## config.mk

```make
export PLATFORM = sky130hd
export DESIGN_NAME = junction_route_scheduler
export DESIGN_NICKNAME = d
export VERILOG_FILES = /design/src/rtl/junction_route_scheduler.sv
export SDC_FILE = /design/constraint.sdc
export NUM_CORES = 1
export LEC_CHECK = 0
export ABC_AREA = 1
export CORE_MARGIN = 5
export CORE_UTILIZATION = 52
export DETAILED_ROUTE_END_ITERATION = 6
export HOLD_SLACK_MARGIN = 0.05
export PLACE_DENSITY = 0.79
export SYNTH_ARGS = -nofsm -noshare
export SYNTH_HDL_FRONTEND = slang
export SYNTH_SLANG_ARGS = --single-unit
```

## constraint.sdc

```tcl
create_clock -name clk -period 5 [get_ports clk]
set_input_delay 0.5 -clock clk [delete_from_list [all_inputs] [get_ports clk]]
set_output_delay 0.5 -clock clk [all_outputs]
set_load 0.005 [all_outputs]
```

## src/rtl/junction_route_scheduler.sv

```systemverilog
// ----------------------------------------------------------------------------
// junction_route_scheduler
//
// Purpose:
//   Plays back a pre-programmed route table to the drive controller.
//   Each time the controller raises enableToneDetection at a junction, the
//   scheduler waits for the enable to stay high for a settle window. It then
//   presents the next stored direction code on toneDir. The code is held
//   until the controller drops enable, and then the route advances.
//
// Direction codes:
//   HOLD=0, FORWARD=1, LEFT=2, RIGHT=3, REVERSE=4, STOP=5 (6 and 7 are illegal).
//
// Optional build macro:
//   ROUTE_LOOP_EN - after the last (non-STOP) entry, the route wraps to
//                   entry 0 instead of finishing. Only a STOP entry or an
//                   abort ends the route.
//
// Ports:
//   clk                 system clock
//   rst                 synchronous, active-low reset
//   cfgWe               route table write strobe (IDLE/DONE only)
//   cfgAddr             table write address
//   cfgData             direction code to store (illegal codes stored as STOP)
//   cfgLenWe            route length write strobe (IDLE/DONE only)
//   cfgLen              route length, clamped to DEPTH
//   start               one-cycle pulse: begin route at entry 0
//   abort               one-cycle pulse: return to IDLE
//   enableToneDetection junction awaiting decision (from drive controller)
//   toneDir             direction code to the drive controller
//   routeIndex          index of the next entry to issue
//   busy                high in WAIT_JCT/SETTLE/ISSUE
//   routeDone           high in DONE
//   cfgErr              one-cycle pulse on a config write rejected while busy
// ----------------------------------------------------------------------------
module junction_route_scheduler #(
  parameter int DEPTH         = 8,
  parameter int SETTLE_CYCLES = 1_000_000,
  localparam int IW           = $clog2(DEPTH),
  localparam int LW           = $clog2(DEPTH + 1)
) (
  input  logic          clk,
  input  logic          rst,
  input  logic          cfgWe,
  input  logic [IW-1:0] cfgAddr,
  input  logic [2:0]    cfgData,
  input  logic          cfgLenWe,
  input  logic [LW-1:0] cfgLen,
  input  logic          start,
  input  logic          abort,
  input  logic          enableToneDetection,
  output logic [2:0]    toneDir,
  output logic [IW-1:0] routeIndex,
  output logic          busy,
  output logic          routeDone,
  output logic          cfgErr
);

  localparam logic [2:0] DIR_HOLD    = 3'd0;
  localparam logic [2:0] DIR_FORWARD = 3'd1;
  localparam logic [2:0] DIR_STOP    = 3'd5;

  localparam int CW = (SETTLE_CYCLES > 1) ? $clog2(SETTLE_CYCLES) : 1;
  localparam logic [CW-1:0] SETTLE_LAST = CW'(SETTLE_CYCLES - 1);

  typedef enum logic [2:0] {
    IDLE,
    WAIT_JCT,
    SETTLE,
    ISSUE,
    DONE
  } state_t;

  state_t        state;
  logic [2:0]    route_table [DEPTH];
  logic [LW-1:0] route_len;
  logic [CW-1:0] settle_cnt;
  logic [2:0]    tone_dir_q;
  logic [IW-1:0] route_index_q;
  logic          cfg_err_q;

  logic          cfg_open;
  logic [2:0]    cur_entry;
  logic          is_last;
  logic [2:0]    store_data;
  logic [LW-1:0] store_len;

  assign cfg_open   = (state == IDLE) || (state == DONE);
  assign cur_entry  = route_table[route_index_q];
  // The last entry is reached when index+1 equals the stored length.
  assign is_last    = ((LW'(route_index_q) + LW'(1)) == route_len);
  assign store_data = (cfgData > DIR_STOP) ? DIR_STOP : cfgData;
  assign store_len  = (cfgLen > LW'(DEPTH)) ? LW'(DEPTH) : cfgLen;

  assign toneDir    = tone_dir_q;
  assign routeIndex = route_index_q;
  assign busy       = (state == WAIT_JCT) || (state == SETTLE) || (state == ISSUE);
  assign routeDone  = (state == DONE);
  assign cfgErr     = cfg_err_q;

  // Route table and length: writable only while the route is not running.
  // A write attempt while busy is dropped and flagged for one cycle.
  always_ff @(posedge clk) begin
    if (!rst) begin
      for (int i = 0; i < DEPTH; i++) begin
        route_table[i] <= DIR_STOP;
      end
      route_len <= '0;
      cfg_err_q <= 1'b0;
    end else begin
      cfg_err_q <= (cfgWe || cfgLenWe) && !cfg_open;
      if (cfgWe && cfg_open) begin
        route_table[cfgAddr] <= store_data;
      end
      if (cfgLenWe && cfg_open) begin
        route_len <= store_len;
      end
    end
  end

  // Junction sequencing FSM. abort takes precedence over everything else,
  // including a start pulse in the same cycle.
  always_ff @(posedge clk) begin
    if (!rst) begin
      state         <= IDLE;
      tone_dir_q    <= DIR_HOLD;
      route_index_q <= '0;
      settle_cnt    <= '0;
    end else if (abort) begin
      state         <= IDLE;
      tone_dir_q    <= DIR_HOLD;
      route_index_q <= '0;
      settle_cnt    <= '0;
    end else begin
      case (state)
        IDLE, DONE: begin
          tone_dir_q <= DIR_HOLD;
          if (start) begin
            route_index_q <= '0;
            state         <= (route_len != '0) ? WAIT_JCT : DONE;
          end
        end
        WAIT_JCT: begin
          tone_dir_q <= DIR_HOLD;
          if (enableToneDetection) begin
            settle_cnt <= '0;
            state      <= SETTLE;
          end
        end
        SETTLE: begin
          // Dropping enable before the window expires is treated as a glitch.
          if (!enableToneDetection) begin
            settle_cnt <= '0;
            state      <= WAIT_JCT;
          end else if (settle_cnt == SETTLE_LAST) begin
            state <= ISSUE;
          end else begin
            settle_cnt <= settle_cnt + CW'(1);
          end
        end
        ISSUE: begin
          if (enableToneDetection) begin
            // A stored HOLD would stall the vehicle, so it is issued as FORWARD.
            tone_dir_q <= (cur_entry == DIR_HOLD) ? DIR_FORWARD : cur_entry;
          end else begin
            tone_dir_q <= DIR_HOLD;
            if (cur_entry == DIR_STOP) begin
              state <= DONE;
            end else if (is_last) begin
`ifdef ROUTE_LOOP_EN
              route_index_q <= '0;
              state         <= WAIT_JCT;
`else
              state         <= DONE;
`endif
            end else begin
              route_index_q <= route_index_q + IW'(1);
              state         <= WAIT_JCT;
            end
          end
        end
        default: begin
          state      <= IDLE;
          tone_dir_q <= DIR_HOLD;
        end
      endcase
    end
  end

endmodule

```

==> results of run 1 <==
## worst max-delay path, delay by kind of cell, from the launching register on
| kind | cells | cell delay (ns) |
|---|---|---|
| simple gates | 6 | 1.12 |
| compound gates | 1 | 0.16 |
| flops | 1 | 0.45 |
| fa+ha+maj | 1 | 0.32 |
| buf+inv | 1 | 0.26 |
## report_power, final
| group | total (µW) | internal, µW | switching, µW |
|---|---|---|---|
| combinational | 77.2 | 28.8 | 48.4 |
| clock | 400 | 207 | 193 |
| sequential | 529 | 524 | 4.73 |
## metrics by stage
stage / std cells / util, %
6_report: 572 / 60.28
5_1_grt: 572 / 60.28
4_1_cts: 572 / 60.28
3_5_place_dp: 556 / 57.42
3_3_place_gp: 556 / 57.42
2_1_floorplan: 461 / -
## worst paths after layout
check	from	to	slack [ns]	depth (start not counted)
min reg2reg	toneDir[0]	toneDir[0]	0.48	2
max	settle_cnt[0]	settle_cnt[17]	2.62	9
min	toneDir[0]	toneDir[0]	0.48	2
max reg2reg	settle_cnt[0]	settle_cnt[17]	2.62	9
## flip-flops by register name, summed over array words and instances (netlist names), named ones only
signal	count
routeIndex	3
settle_cnt	20
route_table	24
cfgErr	1
state	3
route_len	4
toneDir	3
## synth_stat cells
cell        n
o21ai_2     1
nor4_2      1
nor4_1      1
dfxtp_1    37
xor2_1     10
nor3_1      3
o21ai_0     7
nand2_1   139
clkinv_1    2
nand3b_1    2
nor2_4      1
or2_1       1
a21oi_1    31
nand4_1     9
nor2_2      3
nand2_2     1
inv_2       7
buf_4       2
xnor2_1     2
nor3b_2     1
nand3_2     1
nand3_1    42
buf_2       1
inv_6       1
a21oi_2     1
o21ai_1     6
ha_1        2
edfxtp_1   24
nor2_1     57
buf_6       1
a211oi_1    1
a21o_1      1
nor3_4      1
inv_1      58
clkbuf_1    3
## cell type report
type                    count  area [µm²]  share of cell area [%]
clock buffers              13       158.9                   4.223
inverters                  68       260.3                   6.917
flip-flops and latches     61        1461                   38.84
well taps                  77       96.34                   2.561
repair buffers             25       250.2                   6.651
multi-input cells         325        1515                   40.27
clock inverters             3       20.02                  0.5321
## cell usage in the layout (no fill, tap or decap), types with 2 or more instances in the layout
cell type / count
xor2_1: 10
o21ai_0: 7
clkinvlp_4: 2
ha_1: 2
edfxtp_1: 24
nand3b_1: 2
nor3_1: 3
clkbuf_8: 11
dfxtp_1: 37
inv_2: 7
nand4_1: 9
o21ai_1: 6
nor2_1: 57
nor2_2: 3
clkdlybuf4s50_1: 25
nand3_1: 42
nand2_1: 139
clkbuf_1: 2
inv_1: 58
clkinv_1: 2
xnor2_1: 2
a21oi_1: 31
## metal layers
layer / part of all wire (%) / GRT usage, %
met5: 0 / 0
met4: 1.3 / 10.15
met3: 2.9 / 4.240
met2: 54 / 34.76
met1: 42 / 19.67
## cells by family after synthesis
| logic type | Yosys count |
|---|---|
| flip-flops | 61 |
| buffers and inverters | 75 |
| adder cells (fa/ha/maj) | 2 |
| AND/OR/NAND/NOR | 263 |
| AO/OA/AOI/OAI | 48 |
| XOR/XNOR | 12 |
==> impl_summary.md, run 1 <==
Run
The number of violations of the max-capacitance limit is 0.

STA
In the post-route analysis, the smallest setup slack over all paths is 2.622 ns. Setup repair after global routing left no endpoint under its margin. The worst path uses 47.55% of the clock period. Final hold analysis gives a worst-case slack of 0.4760 ns. The count of final max-slew check failures is 0.

Based on the critical path, the design can be clocked at up to 0.4206 GHz. The worst path needs 2.378 ns of the cycle, external delays included. Setup total negative slack on the finished layout was measured at 0 ns. The worst-case headroom to the max-slew limit is 50.96%. The actual slew at the worst max-slew pin is 0.7339 ns. The final count of hold timing violations is 0. Setup violations remaining at the end of the flow were counted as 0. The final clock skew is 0.01168 ns.

Drt
The detail route stage leaves a number of antenna-violating nets equal to 0. For this run, design rule violations remaining after detail routing come to 0. In the final routed layout, each cell accounts on average for 12.09 µm. The final wirelength is 6.913 mm. After the first detailed-routing iteration, the DRC count stood at 108. The via total after detailed routing is 2921. The ratio of routed vias to standard cells is 5.107.

The detailed-routing iteration count for the pre-antenna-repair pass is 4.

Clock network
No sink is reached through more buffers than the 2 on the longest clock path. TritonCTS built the clock tree. The hold buffer count at cts is 0. Clock tree synthesis found a total of 61 sinks. The clock latency of the later-clocked register in the worst-skew pair is 0.34 ns.

The root buffer cell chosen for the clock tree is clkbuf_8. The number of gates resized after CTS was 0. Buffers added to address setup during post-CTS repair amount to 0. The count of H-tree levels built during CTS is 3. After clock tree synthesis, the clock-pin slew on the worst setup and hold paths is 0.07 ns.

Counting the buffers created by CTS gives 9.

GRT
The leftover overflow at the end of global routing is 0. The wire length of the first global-routing pass is 11.52 mm. Entering global routing, the biggest net connects 21 pins. The initial antenna violation count was 0.

Global routing consumed, over all layers together, 18.85% of the routing resources. The number of global-route vias before repair is 2707.

Worst setup path
Traced cell by cell, the critical path runs through ha_1 -> nand3_1 -> nor2_2 -> nand3_1 -> nand2_1 -> nand2_1 -> inv_6 -> nand2_1 -> a21oi_1. The worst setup path is launched from a flip-flop. At the worst endpoint, the required time is 5.25 ns.

The highest-delay cell along the critical path is dfxtp_1. The cell occurring most often along the worst timing path is nand2_1. The delay of the slowest cell on the worst path is 0.45 ns. In this run the worst path has a maximum fanout of 20. Data arrives at the worst endpoint at 2.63 ns. The kind of end point of the critical path is a flip-flop. The classification of the worst setup path is flip-flop to flip-flop.

Synth
The share of synthesized area occupied by flip-flops and latches is 44.56%. Synthesis produced a netlist whose cell count is 461. The mean instance size in the synthesized netlist is 7.114 µm². The fraction of post-synthesis cell area in the top cell type by area is 22.59%. The synthesized cell area is 0.003279 mm².

The synthesized netlist net count is 480. The post-synthesis simple-gate area fraction is 34.53%. The synthesized netlist devotes 0.7631% of its cell area to adder and majority cells. After Yosys synthesis, XOR and XNOR cells account for 3.205% of the synthesized area. The distinct cell type count after synthesis is 35.

The complex-gate fraction of the synthesized area is 7.707%. The dominant combinational cell family by area after synthesis is simple AND/OR/NAND/NOR gates. The yosys synthesis warning count is 0. The biggest area consumer among synthesized cells is dfxtp_1.

Ranked by total cell area, the synthesized netlist is headed by dfxtp_1, edfxtp_1, nand2_1. The portion of synthesized area spent on multiplexers is 0%. After synthesis the netlist holds a flip-flop and latch count of 61.

Run status
The run finished with clean final reports.

Floorplanning
The core area is 0.006241 mm². Once the floorplan was initialized, standard cells occupied 52.55% of the core. In this run the count of I/O pins placed on the die edge is 26. The die is 89.42 µm wide.

The standard-cell row count is 29. The floorplan step set the die height to 89.42 µm. The full die area is 0.007995 mm².

Cells and area
Compared with the post-synthesis result, the final layout area differs by 14.73%. The diode insertion count for antenna repair is 0. Cells with a size suffix above 1 make up 6.667% of the layout. The number of nets at the end of the flow is 509. Fill cells in the final layout number 576.

The finished cells cover 0.003762 mm².

Pwr
The overall power consumption is 1006 µW. The power per cell area is 267.3 mW/mm². The reported leakage power is 0.001493 µW.

VDD sags by at most 217.2 µV.

Placed design
The placement-stage cell area is 0.003583 mm². At the end of routability-driven placement, the weighted congestion stood at 0.9158. The final HPWL from detailed placement is 5.242 mm. The worst slack at placement is 2.349 ns. The number of buffers inserted by port buffering is 25.

Worst hold path
The worst min-delay path category is flip-flop to flip-flop.
Note: power is estimated with default switching activity, not from simulation.
==> inputs of run 2 (changes only) <==
--- a/config.mk
+++ b/config.mk
@@ -10,7 +10,7 @@
 export CORE_UTILIZATION = 52
 export DETAILED_ROUTE_END_ITERATION = 6
 export HOLD_SLACK_MARGIN = 0.05
-export PLACE_DENSITY = 0.79
+export PLACE_DENSITY = 0.82
 export SYNTH_ARGS = -nofsm -noshare
 export SYNTH_HDL_FRONTEND = slang
 export SYNTH_SLANG_ARGS = --single-unit
==> constraint.sdc (replaced) <==
create_clock -name clk -period 1.97 [get_ports clk]
set_input_delay 0.197 -clock clk [delete_from_list [all_inputs] [get_ports clk]]
set_output_delay 0.197 -clock clk [all_outputs]
set_load 0.005 [all_outputs]
==> run 2 against run 1 <==
Net effect:
- first-iteration DRC count rose by 59%
- sequential share of layout area down 0.92 points
- worst hold slack lost 0.054 ns
- setup slack lost 2.5 ns
- combinational power rose to 2.8 times the previous value
- die area is the same
- critical endpoint is now routeDone
==> impl_summary.md, run 2 (synthesis gave the netlist of run 1 again) <==
Drt
The ratio of routed vias to standard cells is 5.154 (+0.93%). The remaining antenna violation count is 0 (unchanged). The DRC marker count from the first detailed-route iteration is 172 (+59%). The final wirelength is 7.056 mm (+2.1%). The routed length per placed instance was 12.10 µm (+0.14%). The via total after detailed routing is 3005 (+2.9%). The detailed-routing iteration count for the pre-antenna-repair pass is 4 (unchanged). The DRC violations left is 0 (unchanged).

STA
The final clock period utilization by the worst path is 93.68%. The actual slew at the worst max-slew pin is 0.4214 ns (-0.3125 ns). The sum of negative setup slack is 0 ns (unchanged). Counting I/O delays and the setup requirement, the final critical path takes 1.846 ns.

Setup repair after global routing left no endpoint under its margin. The final clock skew is 0.01106 ns (-0.0006199 ns). The count of final max-slew check failures is 0 (unchanged). The count of endpoints failing setup in the final report is 0 (unchanged). Derived from the worst setup path, the maximum achievable clock frequency is 0.5419 GHz. The worst-case headroom to the max-slew limit is 71.61% (+21 points). The final count of hold timing violations is 0 (unchanged).

Cells and area
From synthesis to final layout, the design area changed by 17.51%. The share of cells above drive strength 1 was 8.696% (+2.0 points). The diode insertion count for antenna repair is 0 (unchanged). The most common library cell in the layout ignoring fill and taps is nand2_1.

The number of flip-flops in the largest register is 24 (unchanged). The register name with the most flops is route_table. The number of nets at the end of the flow came to 520 (+2.2%). The top cell types in the final layout, fill and taps aside, are nand2_1, inv_1, nor2_1.

The final standard cell area without fillers is 0.003854 mm² (+2.4%). In the final layout, the registers with the most flip-flops are route_table x24, settle_cnt x20, route_len x4.

Clock network
The clock sink count is 61 (unchanged). The clock tree from TritonCTS is yes. The hold buffer count at cts came to 0 (unchanged). The post-cts repair resize count was 0 (unchanged). The clock latency of the later-clocked register in the worst-skew pair is 0.34 ns (about the same). The root cell of the clock tree is clkbuf_8. The count of H-tree levels built during CTS is 3 (unchanged). The clock edge transition at the registers on the reported setup and hold paths is 0.07 ns (about the same). The number of setup buffers added after CTS is 0 (unchanged). The number of buffers added by the clock tree synthesis step came to 9 (unchanged). The buffer depth of the longest clock path was 2 (unchanged).

Worst setup path
STA classifies the critical path endpoint as an output port. The setup slack on the worst flop-to-flop path is 0.21 ns (-2.41 ns). The setup path with the least slack is of type flip-flop to output port.

The required time at the endpoint of the critical path is 1.77 ns (-3.48 ns). The largest fanout of any net on the critical path is 8 (-60%). The arrival time of the worst setup path is 1.65 ns (-0.98 ns). The critical path startpoint category is a flip-flop.

Pwr
The reported leakage power is 0.001558 µW (+4.3%). The power per cell area was 675.8 mW/mm² (+150%). The peak supply drop is 477.2 µV (+120%). The overall power consumption is 2604 µW (+160%).

Run
The number of violations of the max-capacitance limit is 0 (unchanged).

Worst hold path
The worst min-delay path category is primary input to flip-flop.

Run status
The flow ran to the end, and the final reports show no timing, DRC or antenna violations.

GRT
The overall routing resource usage is 20.03% (+1.2 points). The number of global-route vias before repair came to 2881 (+6.4%). The initial antenna violation count is 0 (unchanged). The leftover overflow at the end of global routing is 0 (unchanged). The pin count of the biggest net entering global routing is 14 (-33%). The wire length of the first global-routing pass came to 12.39 mm (+7.5%).

Floorplanning
The horizontal die dimension was 89.42 µm (unchanged). The die boundary height is 89.42 µm (unchanged). The effective utilization at floorplan is 52.55% (unchanged). The count of boundary I/O pins is 26 (unchanged). The full die area is 0.007995 mm² (unchanged). The standard-cell row count is 29 (unchanged).

The core area was 0.006241 mm² (unchanged).

Placed design
The final RePlAce weighted congestion is 0.9485 (+3.6%). The placement-stage cell area was 0.003666 mm² (+2.3%). The number of buffers inserted by port buffering was 25 (unchanged).

The final HPWL from detailed placement is 5.274 mm (+0.61%).
[run 2: cell types whose count changed in the layout (fill, tap and decap cells not counted), sizes merged]
| cell | delta |
|---|---|
| buf | +11 |
| clkinv | +1 |
| clkinvlp | -1 |
[run 2: cell type report]
class	count	area, µm²
Clock inverter	3	17.52
Sequential cell	61	1461
Inverter	68	260.3
Multi-Input combinational cell	325	1515
Tap cell	77	96.34
Clock buffer	13	170.2
Fill cell	546	2387
Timing Repair Buffer	36	332.8
[run 2: metrics by stage]
stage	std cells	hold slack, ns	setup WS (ns)	utilization [%]
floorplan	461	0.3400	0.3527	-
global placement	567	0.4600	0.2246	58.74
detailed placement	567	0.4606	0.1955	58.74
CTS	583	0.4121	0.09885	61.75
global route	583	0.4252	0.004689	61.75
finish	583	0.4221	0.1245	61.75
[run 2: path summary, 6_finish.rpt]
check	start	end	depth (start not counted)
worst max-delay path	state[1]	routeDone	4
worst min-delay path	cfgLen[1]	route_len[1]	3
worst max register to register	routeIndex[0]	flip-flop	9
worst min register to register	toneDir[2]	toneDir[2]	2
[run 2: critical path, stage by stage, from the launching register on]
cell and delay, ns:
dfxtp_1 0.39, nor2_4 0.22, inv_1 0.11, nor2_1 0.09, clkdlybuf4s50_1 0.50
[run 2: report_power, final]
group	internal, µW	switching (µW)
logic	86.2	130
clock network	564	482
registers	1330	10.9
total	1980	623
[run 2: routing by layer]
| layer | vias to the layer above | global-route usage (%) | routed length (µm) |
|---|---|---|---|
| met5 | - | 0 | 0 |
| met4 | 0 | 10.28 | 136 |
| met3 | 11 | 4.147 | 328 |
| met2 | 78 | 34.49 | 3594 |
| met1 | 1363 | 23.45 | 2997 |
| li1 | 1553 | - | - |
==> inputs of run 3 (changes only) <==
--- a/config.mk
+++ b/config.mk
@@ -6,7 +6,6 @@
 export NUM_CORES = 1
 export LEC_CHECK = 0
 export ABC_AREA = 1
-export CORE_MARGIN = 5
 export CORE_UTILIZATION = 52
 export DETAILED_ROUTE_END_ITERATION = 6
 export HOLD_SLACK_MARGIN = 0.05
==> run 3 against run 2 <==
Net effect:
- non-clock buffer count down 3
- via count down 1.8%
- sequential share of layout area up 0.20 points
- design area down 0.52%
- maximum frequency up 1.2%
- utilization up 2.2 points
- register-to-register slack about the same
- clock skew down 0.0034 ns
- largest power group unchanged
- sequential power about the same
- critical endpoint unchanged
- combinational power about the same
==> impl_summary.md, run 3 (synthesis gave the netlist of run 1 again) <==
Run status
The run finished with clean final reports.

STA
The final count of hold timing violations is 0 (unchanged). The actual slew at the worst max-slew pin was 0.4646 ns (+0.04318 ns). The worst-case headroom to the max-slew limit is 68.70% (-2.9 points).

Setup repair after global routing left no endpoint under its margin. The final clock skew was 0.007685 ns (-0.003374 ns). The count of final max-slew check failures is 0 (unchanged). The count of endpoints failing setup in the final report is 0 (unchanged). The maximum clock rate was 0.5484 GHz (+1.2%). The sum of negative setup slack is 0 ns (unchanged). The final period demand of the worst path is 1.824 ns (-0.02189 ns). The final clock period utilization by the worst path is 92.57% (-1.1 points). The worst hold slack after final layout is 0.4297 ns (+0.007569 ns).

Cells and area
In the final layout, the registers with the most flip-flops are route_table x24, settle_cnt x20, route_len x4. The number of flip-flops in the largest register is 24 (unchanged). Counting flops per register, the top entry is route_table. The final standard cell area without fillers is 0.003834 mm² (-0.52%). In the layout the commonest cells are nand2_1, inv_1, nor2_1. The most common library cell in the layout ignoring fill and taps is nand2_1. The area added between synthesis and finish is 16.90%. The share of cells above drive strength 1 is 7.753% (-0.94 points).

The diode insertion count for antenna repair is 0 (unchanged). The number of nets at the end of the flow is 517 (-0.58%).

Placed design
The number of buffers inserted by port buffering is 25 (unchanged). The final HPWL from detailed placement is 5.272 mm (about the same). The placement-stage cell area is 0.003654 mm² (-0.34%).

The final RePlAce weighted congestion came to 0.8790 (-7.3%).

Pwr
The overall power consumption came to 2610 µW (+0.23%). The peak supply drop is 550.9 µV (+15%). The reported leakage power came to 0.001537 µW (-1.3%). The power per cell area is 680.8 mW/mm² (+0.75%).

Drt
The DRC violations left is 0 (unchanged). The final wirelength came to 6.867 mm (-2.7%). The detailed-routing iteration count for the pre-antenna-repair pass was 4 (unchanged).

The DRC marker count from the first detailed-route iteration is 150 (-13%). The amount of wire on met3 after detailed routing is 202 µm (-38%). The wire length on met1 is 3.034 mm (+1.2%).

The highest routed metal layer is met4. The ratio of routed vias to standard cells came to 5.107 (-0.91%). The routed length per placed instance is 11.88 µm (-1.8%). The remaining antenna violation count came to 0 (unchanged).

The length of routed met2 wiring is 3.538 mm (-1.6%). The via total after detailed routing is 2952 (-1.8%).

Worst setup path
The start of the worst register-to-register path is settle_cnt[1]. The worst setup path is captured at an output port. The largest fanout of any net on the critical path is 8 (unchanged). The worst setup path is launched from a flip-flop. The required time at the endpoint of the critical path is 1.77 ns (about the same). The cell depth of the worst flop-to-flop path is 8 (-1). The arrival time of the worst setup path is 1.63 ns (-0.02 ns). The worst register-to-register path ends at settle_cnt[18].

The classification of the worst setup path is flip-flop to output port. In this run the worst setup path terminates at routeDone. The startpoint of the worst setup timing path is state[1]. The setup slack on the worst flop-to-flop path is 0.22 ns (about the same).

GRT
The initial antenna violation count was 0 (unchanged). The pin count of the biggest net entering global routing came to 21 (+7). The wire length of the first global-routing pass is 11.56 mm (-6.7%). The overall routing resource usage came to 22.95% (+2.9 points). The number of global-route vias before repair is 2734 (-5.1%). The leftover overflow at the end of global routing is 0 (unchanged).

Clock network
TritonCTS built the clock tree. The number of buffers added by the clock tree synthesis step is 9 (unchanged). The clock edge transition at the registers on the reported setup and hold paths is 0.06 ns (about the same). The buffer depth of the longest clock path is 2 (unchanged). The clock latency of the later-clocked register in the worst-skew pair was 0.34 ns (about the same).

The clock sink count is 61 (unchanged). The root cell of the clock tree is clkbuf_8. The hold buffer count at cts is 0 (unchanged).

The count of H-tree levels built during CTS is 3 (unchanged).

Floorplanning
The die boundary height is 81.42 µm (-8.9%). The core area is 0.005991 mm² (-4.0%). The standard-cell row count is 28 (-3.4%).

The full die area is 0.006628 mm² (-17%). The effective utilization at floorplan is 54.74% (+2.2 points). The count of boundary I/O pins is 26 (unchanged). The horizontal die dimension came to 81.42 µm (-8.9%).

Run
The number of violations of the max-capacitance limit is 0 (unchanged).

Worst hold path
The tightest min-delay check is of the primary input to flip-flop type.
## run 3: cell types whose count changed in the layout (fill, tap and decap cells not counted), sizes merged
cell	change
bufinv	+1
buf	-3
clkinvlp	-1
## run 3: what timing repair did
item | CTS | global route
hold endpoints to repair | 0 | 0
buffers inserted | 0 | 0
setup endpoints to repair | 0 | 1
gates resized for setup | 0 | 1
## run 3: how the worst min path moves through the flow
stage | from | to | slack [ns] | cells past startpoint
after floorplan | cfgLen[0] | route_len[0] | 0.34 | 2
after global routing | cfgLen[1] | route_len[1] | 0.43 | 3
after CTS | cfgLen[0] | route_len[0] | 0.42 | 3
final | cfgLen[0] | route_len[0] | 0.43 | 3
after detailed placement | toneDir[2] | toneDir[2] | 0.47 | 2
after global placement | toneDir[0] | toneDir[0] | 0.46 | 2
## run 3: worst max-delay path, stage by stage (launching register included)
cell and delay [ns]:
dfxtp_1 0.38, nor2_4 0.21, inv_1 0.10, nor2_1 0.09, clkdlybuf4s50_1 0.50
## run 3: report_power, final
group / internal [µW] / leakage, µW / total (µW) / switching (µW)
Clock: 581 / 0.0000890 / 1050 / 469
Combinational: 87.6 / 0.000944 / 218 / 130
Sequential: 1330 / 0.000504 / 1340 / 11.8
Total: 2000 / 0.00154 / 2610 / 611
## run 3: layout make-up
cell class	instances	area [µm²]
Clock buffer	13	138.9
Timing Repair Buffer	33	322.8
Tap cell	75	93.84
Clock inverter	3	38.79
Multi-Input combinational cell	325	1518
Sequential cell	61	1461
Inverter	68	260.3
Fill cell	528	2157
## run 3: metrics by stage
step | cells | util (%) | setup WS [ns]
floorplan | 461 | - | 0.3527
global placement | 562 | 60.99 | 0.2234
detailed placement | 562 | 60.99 | 0.1705
CTS | 578 | 63.95 | 0.1242
global route | 578 | 63.99 | 0.04124
finish | 578 | 63.99 | 0.1464
## run 3: layer usage
layer,up-vias,track usage (%)
li1,1546,-
met1,1348,25.56
met2,48,42.00
met3,10,4.333
met4,0,10.36
met5,-,0
